===== config.mk =====
export PLATFORM = sky130hd
export DESIGN_NAME = alu_issue_wb_flat
export DESIGN_NICKNAME = d
export VERILOG_FILES = /design/src/rtl/alu_issue_wb_pkg.sv /design/src/rtl/alu_issue_wb_if.sv /design/src/rtl/alu_issue_wb_regfile.sv /design/src/rtl/alu_issue_wb.sv /design/src/flat_wrapper.sv
export SDC_FILE = /design/constraint.sdc
export NUM_CORES = 1
export LEC_CHECK = 0
export ABC_CLOCK_PERIOD_IN_PS = 2600
export CAP_MARGIN = 25
export CORE_AREA = 5 5 238 182
export CTS_BUF_LIST = sky130_fd_sc_hd__clkbuf_16
export DETAILED_ROUTE_END_ITERATION = 10
export DIE_AREA = 0 0 243 187
export PLACE_DENSITY = 0.64
export SLEW_MARGIN = 10
export SYNTH_ARGS = -nofsm -noshare
export SYNTH_HDL_FRONTEND = slang
export SYNTH_SLANG_ARGS = --single-unit

===== constraint.sdc =====
create_clock -name clk -period 2.6 [get_ports clk]
set_clock_uncertainty 0.15 [all_clocks]
set_input_delay 0.65 -clock clk [delete_from_list [all_inputs] [get_ports clk]]
set_output_delay 0.65 -clock clk [all_outputs]
set_load 0.02 [all_outputs]

===== src/rtl/alu_issue_wb_pkg.sv =====
// Shared opcode table, FSM encoding and ALU reference function for the issue/writeback stage.
package alu_pkg;

   localparam int ALU_W = 32;

   localparam logic [2:0] OP_AND  = 3'b000;
   localparam logic [2:0] OP_OR   = 3'b001;
   localparam logic [2:0] OP_ADD  = 3'b010;
   localparam logic [2:0] OP_RSVD = 3'b011;
   localparam logic [2:0] OP_ANDN = 3'b100;
   localparam logic [2:0] OP_ORN  = 3'b101;
   localparam logic [2:0] OP_SUB  = 3'b110;
   localparam logic [2:0] OP_SLT  = 3'b111;

   typedef enum logic {
      ST_RUN = 1'b0,
      ST_ERR = 1'b1
   } state_t;

   // SLT compares unsigned; ADD/SUB wrap with no carry out.
   function automatic logic [ALU_W-1:0] alu_ref(input logic [2:0] op,
                                                input logic [ALU_W-1:0] a,
                                                input logic [ALU_W-1:0] b);
      case (op)
         OP_AND:  return a & b;
         OP_OR:   return a | b;
         OP_ADD:  return a + b;
         OP_ANDN: return a & ~b;
         OP_ORN:  return a | ~b;
         OP_SUB:  return a - b;
         OP_SLT:  return (a < b) ? ALU_W'(1) : '0;
         default: return '0;
      endcase
   endfunction

endpackage


===== src/rtl/alu_issue_wb_if.sv =====
// Issue handshake and writeback bundle between the instruction source and alu_issue_wb.
interface alu_issue_wb_if #(
   parameter int DATA_W = 32,
   parameter int AW     = 3
);
   logic              in_valid;
   logic              in_ready;
   logic [2:0]        in_op;
   logic [AW-1:0]     in_rd;
   logic [AW-1:0]     in_rs1;
   logic [AW-1:0]     in_rs2;
   logic              wb_valid;
   logic [AW-1:0]     wb_rd;
   logic [DATA_W-1:0] wb_data;

   modport master (
      output in_valid, in_op, in_rd, in_rs1, in_rs2,
      input  in_ready, wb_valid, wb_rd, wb_data
   );

   modport slave (
      input  in_valid, in_op, in_rd, in_rs1, in_rs2,
      output in_ready, wb_valid, wb_rd, wb_data
   );
endinterface


===== src/rtl/alu_issue_wb_regfile.sv =====
// Architectural register file: two combinational reads, one synchronous write, r0 hardwired to zero.
module alu_regfile #(
   parameter  int DATA_W = 32,
   parameter  int REG_N  = 8,
   localparam int AW     = $clog2(REG_N)
) (
   input  logic              clk,
   input  logic              rst,
   input  logic [AW-1:0]     ra1,
   output logic [DATA_W-1:0] rd1,
   input  logic [AW-1:0]     ra2,
   output logic [DATA_W-1:0] rd2,
   input  logic              we,
   input  logic [AW-1:0]     wa,
   input  logic [DATA_W-1:0] wd
);

   logic [DATA_W-1:0] mem [REG_N];

   always_ff @(posedge clk) begin
      if (rst) begin
         for (int i = 0; i < REG_N; i++) mem[i] <= '0;
      end else if (we && wa != '0) begin
         mem[wa] <= wd;
      end
   end

   assign rd1 = (ra1 == '0) ? '0 : mem[ra1];
   assign rd2 = (ra2 == '0) ? '0 : mem[ra2];

endmodule


===== src/rtl/alu_issue_wb.sv =====
// Operand issue + writeback around an external combinational ALU; halts on opcode 3'b011.
// Optional ALU_SELF_CHECK_EN adds a reference-model comparison and a sticky chk_err port.
module alu_issue_wb
   import alu_pkg::*;
#(
   parameter  int DATA_W = 32,
   parameter  int REG_N  = 8,
   localparam int AW     = $clog2(REG_N)
) (
   input  logic              clk,
   input  logic              rst,
   alu_issue_wb_if.slave     io,
   output logic [DATA_W-1:0] alu_a,
   output logic [DATA_W-1:0] alu_b,
   output logic [2:0]        alu_f,
   input  logic [DATA_W-1:0] alu_y,
   output logic              err,
   input  logic              err_clr
`ifdef ALU_SELF_CHECK_EN
   ,
   output logic              chk_err
`endif
);

   state_t            state_q;
   logic              err_q;
   logic              accept;
   logic              issue;
   logic [DATA_W-1:0] rf_rd1;
   logic [DATA_W-1:0] rf_rd2;
   logic [DATA_W-1:0] opnd_a;
   logic [DATA_W-1:0] opnd_b;

   logic              vld_p0;
   logic [2:0]        op_p0;
   logic [AW-1:0]     rd_p0;
   logic [DATA_W-1:0] a_p0;
   logic [DATA_W-1:0] b_p0;

   logic              vld_p1;
   logic [AW-1:0]     rd_p1;
   logic [DATA_W-1:0] data_p1;

   // The instruction in EX has not been written back yet, so its result is bypassed from alu_y.
   function automatic logic [DATA_W-1:0] fwd_sel(input logic              ex_vld,
                                                 input logic [AW-1:0]     ex_rd,
                                                 input logic [AW-1:0]     rs,
                                                 input logic [DATA_W-1:0] ex_y,
                                                 input logic [DATA_W-1:0] rf_val);
      if (ex_vld && ex_rd == rs && rs != '0) return ex_y;
      return rf_val;
   endfunction

   assign io.in_ready = (state_q == ST_RUN) && !rst;
   assign accept      = io.in_valid && io.in_ready;
   assign issue       = accept && (io.in_op != OP_RSVD);

   assign opnd_a = fwd_sel(vld_p0, rd_p0, io.in_rs1, alu_y, rf_rd1);
   assign opnd_b = fwd_sel(vld_p0, rd_p0, io.in_rs2, alu_y, rf_rd2);

   alu_regfile #(.DATA_W(DATA_W), .REG_N(REG_N)) u_rf (
      .clk (clk),
      .rst (rst),
      .ra1 (io.in_rs1),
      .rd1 (rf_rd1),
      .ra2 (io.in_rs2),
      .rd2 (rf_rd2),
      .we  (vld_p0),
      .wa  (rd_p0),
      .wd  (alu_y)
   );

   always_ff @(posedge clk) begin
      if (rst) begin
         state_q <= ST_RUN;
         err_q   <= 1'b0;
      end else begin
         case (state_q)
            ST_RUN: if (accept && io.in_op == OP_RSVD) begin
               state_q <= ST_ERR;
               err_q   <= 1'b1;
            end
            ST_ERR: if (err_clr) begin
               state_q <= ST_RUN;
               err_q   <= 1'b0;
            end
            default: begin
               state_q <= ST_RUN;
               err_q   <= 1'b0;
            end
         endcase
      end
   end

   always_ff @(posedge clk) begin
      if (rst) begin
         vld_p0  <= 1'b0;
         op_p0   <= '0;
         rd_p0   <= '0;
         a_p0    <= '0;
         b_p0    <= '0;
         vld_p1  <= 1'b0;
         rd_p1   <= '0;
         data_p1 <= '0;
      end else begin
         // p0: EX register, loaded at accept; holds last operands while empty
         vld_p0 <= issue;
         if (issue) begin
            op_p0 <= io.in_op;
            rd_p0 <= io.in_rd;
            a_p0  <= opnd_a;
            b_p0  <= opnd_b;
         end
         // p1: writeback, captures the ALU result one cycle after issue
         vld_p1 <= vld_p0;
         if (vld_p0) begin
            rd_p1   <= rd_p0;
            data_p1 <= alu_y;
         end
      end
   end

   assign alu_a       = a_p0;
   assign alu_b       = b_p0;
   assign alu_f       = op_p0;
   assign io.wb_valid = vld_p1;
   assign io.wb_rd    = rd_p1;
   assign io.wb_data  = data_p1;
   assign err         = err_q;

`ifdef ALU_SELF_CHECK_EN
   logic [DATA_W-1:0] ref_y;
   assign ref_y = DATA_W'(alu_ref(op_p0, ALU_W'(a_p0), ALU_W'(b_p0)));

   always_ff @(posedge clk) begin
      if (rst) begin
         chk_err <= 1'b0;
      end else if (vld_p0 && alu_y != ref_y) begin
         chk_err <= 1'b1;
`ifndef SYNTHESIS
         $display("alu_issue_wb self-check: op=%b a=%h b=%h expected=%h actual=%h",
                  op_p0, a_p0, b_p0, ref_y, alu_y);
`endif
      end
   end
`endif

endmodule


===== src/flat_wrapper.sv =====
// flat-port wrapper written by rule: the top's interface ports become plain ports
module alu_issue_wb_flat import alu_pkg::*;
#(
   parameter  int DATA_W = 32,
   parameter  int REG_N  = 8,
   localparam int AW     = $clog2(REG_N)
)
  (clk, rst, alu_a, alu_b, alu_f, alu_y, err, err_clr, io_in_valid, io_in_op, io_in_rd, io_in_rs1, io_in_rs2, io_in_ready, io_wb_valid, io_wb_rd, io_wb_data);
  alu_issue_wb_if #(.DATA_W(DATA_W), .AW(3)) io_i ();
  input  logic clk;
  input  logic rst;
  output logic [DATA_W-1:0] alu_a;
  output logic [DATA_W-1:0] alu_b;
  output logic [2:0] alu_f;
  input  logic [DATA_W-1:0] alu_y;
  output logic err;
  input  logic err_clr;
  input wire logic [$bits(io_i.in_valid)-1:0] io_in_valid;
  input wire logic [$bits(io_i.in_op)-1:0] io_in_op;
  input wire logic [$bits(io_i.in_rd)-1:0] io_in_rd;
  input wire logic [$bits(io_i.in_rs1)-1:0] io_in_rs1;
  input wire logic [$bits(io_i.in_rs2)-1:0] io_in_rs2;
  output wire logic [$bits(io_i.in_ready)-1:0] io_in_ready;
  output wire logic [$bits(io_i.wb_valid)-1:0] io_wb_valid;
  output wire logic [$bits(io_i.wb_rd)-1:0] io_wb_rd;
  output wire logic [$bits(io_i.wb_data)-1:0] io_wb_data;
  assign io_i.in_valid = io_in_valid;
  assign io_i.in_op = io_in_op;
  assign io_i.in_rd = io_in_rd;
  assign io_i.in_rs1 = io_in_rs1;
  assign io_i.in_rs2 = io_in_rs2;
  assign io_in_ready = io_i.in_ready;
  assign io_wb_valid = io_i.wb_valid;
  assign io_wb_rd = io_i.wb_rd;
  assign io_wb_data = io_i.wb_data;
  alu_issue_wb #(.DATA_W(DATA_W), .REG_N(REG_N)) u_core (.clk(clk), .rst(rst), .io(io_i), .alu_a(alu_a), .alu_b(alu_b), .alu_f(alu_f), .alu_y(alu_y), .err(err), .err_clr(err_clr));
endmodule

==> flow_summary.ini <==
[pwr]
p_int_mw = 10.7
p_switching_mw = 3.37
powerDensity_mw_per_mm2 = 646
p_leak_nw = 7.85
power.share.sequential_pct = 47.2
clkPwrFrac_pct = 40.3
combinationalPowerShare_pct = 12.4
switching_share_pct = 23.9
power_mw = 14.1
ir_worst_vdd_mv = 0.457

[global_route]
busiest_layer = met2
grt.total_usage_pct = 22.2
grt_pass1_vias = 12000
antenna_found_initial = 1
grt_max_degree = 40
grt_first_pass_wirelength_um = 77600
grt_use_met3_pct = 4.43
gr-total-overflow = 0
grt_use_met2_pct = 35.6
met1_usage_pct = 31.5

[cts]
clk_latency_ns = 0.53
ctsResizeCount = 0
cts-root-buf = clkbuf_16
cts_hold_buffers = 0
cts_tree = built
cts_sinks = 365
cts.path.max_buffers = 3
cts_buffers = 38
cts.clk_slew.worst_paths_ns = 0.06
postCtsSetupBuffers = 0
h-tree-depth = 2

[cells_and_area]
design_area_sq_mm = 0.0218
drive_above_1_share_pct = 24.9
nets = 1478
n_fill_cell = 3317
area_delta_synth_final_pct = 23.7
utilization_pct = 53.8
antenna_cells = 0

[critical_path]
worstPathCellList = nor2_1 > clkdlybuf4s50_1
worst-path-buf-inv = 1
worstSetupPathDepth = 2
path_delay_family = buffers and inverters
end_kind = output port
arrival_ns = 1.67
worstSetupStartpointType = register
critical_path_required_ns = 1.80
crit_type = reg -> out
critical_path.max_stage_delay_ns = 0.64
reg2regPathDepth = 5
cp_max_fo = 5
cpMaxStageDelayCell = clkdlybuf4s50_1

[die]
rows = 64
core_area_sq_mm = 0.0405
pin_count = 153
start_util_pct = 43.5
design.die.area_sq_mm = 0.0454
dieHeight_um = 187
fp.dieW_um = 243

[place]
gp_congestion = 0.817
dp_hpwl_um = 32200
port_buffers = 152
placed_area_sq_mm = 0.0205

[timing]
fin_crit_ns = 2.47
fin_crit_sh_pct = 95.1
slew_viol_final = 0
setup_viol = 0
final-hold-violation-count = 0
slew_headroom_pct = 65.1
max_freq_ghz = 0.404
tightest_slew_ns = 0.524
finalHoldWorstSlack_ns = 0.317
rsz0062_at_grt = false
finalSetupTns_ns = 0

[yosys]
synth.top_cells.by_count = 259 x and2_1, 256 x edfxtp_1, 128 x mux4_2, 109 x dfxtp_1, 77 x nor2_1
synthAdderAreaFrac_pct = 0
ys_seq_area_share_pct = 56.0
synthSimpleGateAreaFrac_pct = 13.0
syn-cell-area_sq_mm = 0.0176
yosys_most_used_dff = edfxtp_1
ys_ff_latch = 365
synthMuxAreaShare_pct = 22.5
syn_inst = 1229
yosysWarnings = 0
synth_edf_count = 256
async_flop_share_pct = 0
synthTopCellsByArea = edfxtp_1 44%, mux4_2 16%, dfxtp_1 12%
synth_xor_area_share_pct = 0.199
yosysUniqueCellTypes = 38
syn_area_per_cell_sq_um = 14.3
synth_compound_area_share_pct = 5.37
synth_top_family_by_area = multiplexers
synth_area_leader_cell = edfxtp_1
synth.most_common_cell = and2_1
synth_top_area_share_pct = 43.7

[drt]
dr.first_iter.drc_count = 1187
ant_nets = 0
vias = 11700
wl_um = 51300
drc = 0
drtPass1Iterations = 5
viasPerCell = 5.88
wl_per_cell_um = 25.8

[job]
cap_violations = 0

[run_status]
status = finished clean

[worst_hold_path]
whs_path_depth = 2
hp-class = reg -> reg
==> power groups by stage <==
stage / sequential (mW) / clock, mW / combinational (mW)
final: 6.65 / 5.68 / 1.75
after global routing: 6.67 / 6.03 / 1.85
after CTS: 6.64 / 5.78 / 1.75
after detailed placement: 6.76 / 0 / 1.75
after global placement: 6.76 / 0 / 1.73
after floorplan: 6.81 / 0 / 0.886
==> cells in the final DEF (no fill, tap or decap), drive strengths merged, types with 2 or more instances in the layout <==
cell,synthesis,final
mux4,128,128
mux2,64,64
and2,259,259
o2111ai,2,2
nor2,77,77
nand3,33,33
a21oi,9,9
xnor2,4,4
conb,1,32
a311oi,32,32
or2,8,8
edfxtp,256,256
nand2,12,12
clkdlybuf4s50,0,145
clkbuf,62,43
inv,2,11
bufinv,0,4
a221o,32,32
dfxtp,109,109
nor3,6,6
nand3b,2,2
nand4,2,2
clkinv,1,14
o211ai,32,32
mux2i,35,35
nand2b,7,7
buf,46,93
==> through the flow <==
stage | std cells | worst slack [ns]
after detailed placement | 1918 | -0.00295
final | 1988 | 0.127
after global placement | 1918 | 0.0270
after global routing | 1988 | 0.0846
after floorplan | 1260 | 0.222
after CTS | 1988 | 0.115
==> layer usage <==
layer	vias up	wire length (um)
li1	5101	-
met1	5957	22200
met2	563	23900
met3	72	4170
met4	0	1030
met5	-	0
==> kinds of logic after synthesis <==
group	Yosys count
flops	365
simple gates	409
compound gates	112
buf+inv	111
mux	227
xor+xnor	4
other cells	1
==> tightest hold or removal path: stages, from the launching register on <==
cell	delay [ns]
dfxtp_1	0.31
nand2_1	0.05
a21oi_1	0.05
==> final cells by class <==
| class | instances | area, sq um | area share, % |
|---|---|---|---|
| multi-input cells | 784 | 7410 | 34.0 |
| well taps | 528 | 661 | 3.03 |
| inverters | 3 | 11.3 | 0.0517 |
| flip-flops and latches | 365 | 9870 | 45.3 |
| clock buffers | 43 | 1080 | 4.94 |
| clock inverters | 27 | 228 | 1.05 |
| repair buffers | 238 | 2530 | 11.6 |
==> sequential cells by signal, indices dropped and copies added (netlist names) <==
signal / cells
u_core.vld_p0: 1
u_core.io.wb_data: 32
u_core.state_q: 1
u_core.alu_f: 3
u_core.err: 1
u_core.u_rf.mem: 256
u_core.io.wb_rd: 3
u_core.rd_p0: 3
u_core.alu_a: 32
u_core.alu_b: 32
u_core.io.wb_valid: 1
==> final timing paths <==
kind                  start          endpoint  slack, ns
max          u_core.state_q       io_in_ready       0.13
min              u_core.err        u_core.err       0.32
max reg2reg   u_core.vld_p0  u_core.alu_b[11]       0.43
min reg2reg      u_core.err        u_core.err       0.32
(Power assumes the default switching activity.)
